<file path="config.mk">
export PLATFORM = sky130hd
export DESIGN_NAME = program_sequencer
export DESIGN_NICKNAME = d
export VERILOG_FILES = /design/src/rtl/isa_pkg.sv /design/src/rtl/label_table.sv /design/src/rtl/program_sequencer.sv
export SDC_FILE = /design/constraint.sdc
export NUM_CORES = 1
export LEC_CHECK = 0
export ABC_AREA = 1
export CAP_MARGIN = 20
export CORE_AREA = 2 2 122 124
export CTS_BUF_LIST = sky130_fd_sc_hd__clkbuf_16
export CTS_CLUSTER_SIZE = 16
export DETAILED_ROUTE_END_ITERATION = 10
export DIE_AREA = 0 0 124 126
export HOLD_SLACK_MARGIN = 0.06
export PLACE_DENSITY = 0.74
export SETUP_SLACK_MARGIN = 0.02
export SLEW_MARGIN = 30
export SYNTH_ARGS = -nofsm -noshare
export SYNTH_HDL_FRONTEND = slang
export SYNTH_SLANG_ARGS = --single-unit
</file>
<file path="constraint.sdc">
create_clock -name clk -period 4.85 [get_ports clk]
set_clock_uncertainty 0.1 [all_clocks]
set_input_delay 1.455 -clock clk [delete_from_list [all_inputs] [get_ports clk]]
set_output_delay 1.455 -clock clk [all_outputs]
set_load 0.01 [all_outputs]
</file>
<file path="src/rtl/isa_pkg.sv">
// ISA opcodes and sequencer state encoding
// shared by program_sequencer and its label table
package isa_pkg;

  localparam logic [3:0] OP_LDR = 4'b0101;
  localparam logic [3:0] OP_STL = 4'b0111;
  localparam logic [3:0] OP_BLT = 4'b1001;
  localparam logic [3:0] OP_HLT = 4'b1110;

  typedef enum logic [2:0] {
    IDLE,
    LABEL_SCAN,
    RUN,
    LD_STALL,
    BR_FLUSH,
    DONE
  } seq_state_t;

endpackage

</file>
<file path="src/rtl/label_table.sv">
// Label table: 2**LBL_W entries of PC_W bits plus valid bits.
// Ports: i_clear_all (sync valid clear), i_we/i_waddr/i_wdata write, i_raddr -> o_rdata/o_rvalid async read.
module label_table #(
  parameter int PC_W  = 8,
  parameter int LBL_W = 4
) (
  input  logic             clk,
  input  logic             rst_n,
  input  logic             i_clear_all,
  input  logic             i_we,
  input  logic [LBL_W-1:0] i_waddr,
  input  logic [PC_W-1:0]  i_wdata,
  input  logic [LBL_W-1:0] i_raddr,
  output logic [PC_W-1:0]  o_rdata,
  output logic             o_rvalid
);

  localparam int DEPTH = 2**LBL_W;

  logic [PC_W-1:0]  r_data [DEPTH];
  logic [DEPTH-1:0] r_valid;

  always_ff @(posedge clk or negedge rst_n) begin
    if (!rst_n) begin
      r_valid <= '0;
      for (int i = 0; i < DEPTH; i++) r_data[i] <= '0;
    end else if (i_clear_all) begin
      r_valid <= '0;
    end else if (i_we) begin
      r_data[i_waddr]  <= i_wdata;
      r_valid[i_waddr] <= 1'b1;
    end
  end

  assign o_rdata  = r_data[i_raddr];
  assign o_rvalid = r_valid[i_raddr];

endmodule

</file>
<file path="src/rtl/program_sequencer.sv">
// Two-pass fetch/PC controller: label scan pass, then run pass.
// Ports: start, instr, cmp_lt, mem_busy in; pc, label_pass, stall, flush, halted, err out.
module program_sequencer
  import isa_pkg::*;
#(
  parameter int PC_W  = 8,
  parameter int LBL_W = 4
) (
  input  logic            clk,
  input  logic            rst_n,
  input  logic            start,
  input  logic [7:0]      instr,
  input  logic            cmp_lt,
  input  logic            mem_busy,
  output logic [PC_W-1:0] pc,
  output logic            label_pass,
  output logic            stall,
  output logic            flush,
  output logic            halted,
  output logic            err
);

  seq_state_t       r_state, w_state;
  logic [PC_W-1:0]  r_pc, w_pc;
  logic             r_halted, w_halted;
  logic             r_err, w_err;
  logic             w_we, w_clr;
  logic [3:0]       w_op;
  logic [LBL_W-1:0] w_id;
  logic [PC_W-1:0]  w_tgt;
  logic             w_tvld;

  assign w_op = instr[7:4];
  assign w_id = instr[LBL_W-1:0];

  label_table #(
    .PC_W (PC_W),
    .LBL_W(LBL_W)
  ) u_tbl (
    .clk        (clk),
    .rst_n      (rst_n),
    .i_clear_all(w_clr),
    .i_we       (w_we),
    .i_waddr    (w_id),
    .i_wdata    (r_pc),
    .i_raddr    (w_id),
    .o_rdata    (w_tgt),
    .o_rvalid   (w_tvld)
  );

  always_ff @(posedge clk or negedge rst_n) begin
    if (!rst_n) begin
      r_state  <= IDLE;
      r_pc     <= '0;
      r_halted <= 1'b0;
      r_err    <= 1'b0;
    end else begin
      r_state  <= w_state;
      r_pc     <= w_pc;
      r_halted <= w_halted;
      r_err    <= w_err;
    end
  end

  always_comb begin
    w_state  = r_state;
    w_pc     = r_pc;
    w_halted = r_halted;
    w_err    = r_err;
    w_we     = 1'b0;
    w_clr    = 1'b0;
    // mem_busy freezes everything, start included
    if (!mem_busy) begin
      unique case (r_state)
        IDLE, DONE: begin
          if (start) begin
            w_state  = LABEL_SCAN;
            w_pc     = '0;
            w_clr    = 1'b1;
            w_err    = 1'b0;
            w_halted = 1'b0;
          end
        end
        LABEL_SCAN: begin
          if (w_op == OP_HLT) begin
            w_pc    = '0;
            w_state = RUN;
          end else begin
            w_we = (w_op == OP_STL);
            // last address reached with no HLT seen
            if (r_pc == {PC_W{1'b1}}) begin
              w_err   = 1'b1;
              w_state = DONE;
            end else begin
              w_pc = r_pc + 1'b1;
            end
          end
        end
        RUN: begin
          w_pc = r_pc + 1'b1;
          unique case (1'b1)
            (w_op == OP_LDR): w_state = LD_STALL;
            (w_op == OP_BLT): begin
              if (cmp_lt && w_tvld) begin
                w_pc    = w_tgt;
                w_state = BR_FLUSH;
              end else if (cmp_lt) begin
                w_pc    = r_pc;
                w_err   = 1'b1;
                w_state = DONE;
              end
            end
            (w_op == OP_HLT): begin
              w_pc     = r_pc;
              w_halted = 1'b1;
              w_state  = DONE;
            end
            default: ;
          endcase
        end
        LD_STALL: w_state = RUN;
        BR_FLUSH: begin
          w_pc    = r_pc + 1'b1;
          w_state = RUN;
        end
        default: w_state = IDLE;
      endcase
    end
  end

  assign pc         = r_pc;
  assign label_pass = (r_state == LABEL_SCAN);
  assign flush      = (r_state == BR_FLUSH);
  assign halted     = r_halted;
  assign err        = r_err;
  assign stall      = (r_state == LD_STALL) | mem_busy;

endmodule
</file>
==> reports/results.ini, run 1 <==
[yosys]
synth_cells = 1221
avgSynthCellArea_um2 = 6.881
ys_seq_area_share_pct = 46.76
yosys_register_bits = 157
yosysUniqueCellTypes = 29
netlist_area_um2 = 8402
ys_warn_count = 0
syn-num-nets = 1235

[flow_run]
cap_violations = 0

[final_layout]
drive_gt1_share_pct = 4.696
fin_cells = 1419
area_growth_syn_to_layout_pct = 9.933
insertedDiodeCount = 0
fin_nets = 1238

[worst_setup_path]
start_kind = primary input
critPathMaxFanout = 3
critPathCaptureType = primary output
criticalPathCategory = in -> out
cp.required_ns = 3.29
cp.arrival_ns = 2.69

[pwr]
irDropWorstVdd_mv = 0.3793
power_leakage_nw = 4.810
power_density_nw_per_um2 = 352.5

[drt]
drtPass1Iterations = 7
wirelength_mm = 21.00
remaining_drc_errors = 0
viasPerCell = 5.183
routedWlPerCell_um = 14.80
ant_nets = 0
drt_iter0_drc = 682
vias = 7355

[die]
io_pins = 26
die_y_um = 126
dieArea_um2 = 15620
start_util_pct = 58.70
die_x_um = 124
row_count = 44
coreArea_um2 = 14310

[status]
status = complete, no violations

[placement]
gp_congestion = 0.8840
portBuffers = 25
dp_hpwl_mm = 13.14
dp_cells = 1389

[global_routing]
globalRouteTotalUtil_pct = 28.61
grt_pass1_wl_mm = 34.30
grt_pass1_vias = 6804
grt_max_degree = 93
overflow = 0
antenna_found_initial = 0

[clock_network]
cts_setup_buffers = 0
cts_tree = done
htree_levels = 4
cts_resized = 0
cts_max_path_buffers = 2
cts_root_buf = clkbuf_16
cts_made_buffers = 17
clock_sinks = 157
clock_latency_ns = 0.42
hold_buffers = 0
clkTransAtPathRegs_ns = 0.06

[sta]
setup_tns_ns = 0
period_share_pct = 87.50
tightest_slew_ns = 0.9235
holdWs_ns = 0.3802
setup-violations-final = 0
max_freq_mhz = 235.7
drv_slew = 0
finalHoldViolCount = 0
rsz0062_at_grt = no
fin_crit_ns = 4.244
relSlewSlack_pct = 38.43

[min_path]
min_path_type = reg -> reg

## layout by cell type, fill, tap and decap left out, types with 2 or more instances in the layout
master	count
nand2_1	603
nor2_4	2
nand4_1	3
buf_4	7
clkinv_2	3
clkbuf_16	17
clkdlybuf4s50_1	23
bufinv_16	3
clkinv_1	4
inv_1	171
nor3_4	2
xor2_1	4
a21oi_2	2
o21ai_1	5
dfrtp_1	157
nand2_2	7
nor2_2	4
inv_2	6
nor2_1	14
o21ai_0	155
nand3_1	27
nor3_1	2
a21oi_1	4
## logic make-up (layout without fill, tap and decap cells)
| family | after synthesis | count (layout) | synth area share [%] |
|---|---|---|---|
| compound gates | 170 | 170 | 10.34 |
| xor+xnor | 4 | 4 | 0.4169 |
| fa+ha+maj | 1 | 1 | 0.1489 |
| buf+inv | 224 | 238 | 11.09 |
| flops | 157 | 157 | 46.76 |
| simple gates | 665 | 665 | 31.24 |
## per-layer routing
| metal | up-vias | GRT usage, % | wire [um] |
|---|---|---|---|
| met1 | 3413 | 40.43 | 9499 |
| met5 | - | 0 | 0 |
| met3 | 36 | 5.389 | 1322 |
| li1 | 3681 | - | - |
| met2 | 225 | 44.44 | 9701 |
| met4 | 0 | 9.848 | 478 |
## metrics by stage
step | area (um2) | setup WS, ns | power, mW | utilization, %
6_report | 9236 | 0.6065 | 3.255 | 64.53
5_1_grt | 9236 | 0.5419 | 3.389 | 64.53
4_1_cts | 9236 | 0.5940 | 3.267 | 64.53
3_5_place_dp | 8676 | 0.5942 | 1.974 | 60.61
3_3_place_gp | 8676 | 0.6094 | 1.965 | 60.61
2_1_floorplan | 8402 | 1.668 | 1.751 | -
## Yosys cell counts, drive strengths merged
library cell / n / area, um2
nor3: 4 / 42.54
o211ai: 1 / 7.510
o21bai: 1 / 7.510
nand3: 27 / 135.1
inv: 174 / 653.1
nand2: 610 / 2307
nor2: 20 / 100.1
o21ai: 160 / 800.8
buf: 38 / 234.0
nand4: 3 / 18.77
o21a: 1 / 7.510
dfrtp: 157 / 3929
xor2: 4 / 35.03
a21oi: 6 / 37.54
nor4: 1 / 21.27
clkbuf: 11 / 41.29
o31ai: 1 / 7.510
clkinv: 1 / 3.750
ha: 1 / 12.51
## critical path, stage by stage
cell             delay [ns]
clkdlybuf4s50_1        0.55
o21bai_1               0.13
clkdlybuf4s50_1        0.55
## worst paths after layout
check	startpoint	to	slack, ns	cells after the start
max	mem_busy	stall	0.61	3
min	u_tbl.r_data[95]	u_tbl.r_data[95]	0.38	2
max reg2reg	r_state[2]	err	2.70	9
min reg2reg	u_tbl.r_data[95]	u_tbl.r_data[95]	0.38	2
max in group asynchronous	rst_n	u_tbl.r_data[67]	2.83	2
min in group asynchronous	rst_n	u_tbl.r_data[114]	0.99	1
## state kept, by name, summed over array words and instances (netlist names)
name           flops
err                1
u_tbl.r_valid     16
r_state            3
halted             1
u_tbl.r_data     128
pc                 8
## area by class of cell
class,count,area (um2)
well taps,184,230.2
multi-input cells,840,3541
flip-flops and latches,157,3929
fillers,1315,5077
clock inverters,13,135.1
clock buffers,17,425.4
repair buffers,33,319.1
inverters,175,656.9
## power by group
part           total, mW  leakage [nW]  switching, mW  internal, mW
clock network       1.30         0.284          0.510         0.788
registers           1.38          2.19         0.0385          1.35
logic              0.573          2.34          0.408         0.165
total               3.26          4.81          0.956          2.30
No activity file was read; power rests on OpenSTA's default activity.
==> run 2: changes to the inputs <==
TNS_END_PERCENT = 30   (was default)
==> results of run 2 <==
The final DEF is identical to that of run 1; final timing and power are the same.
==> run 3: changes to the inputs <==
SKIP_LAST_GASP = 1   (was default)
==> results of run 3 <==
The final DEF is identical to that of run 1; final timing and power are the same.
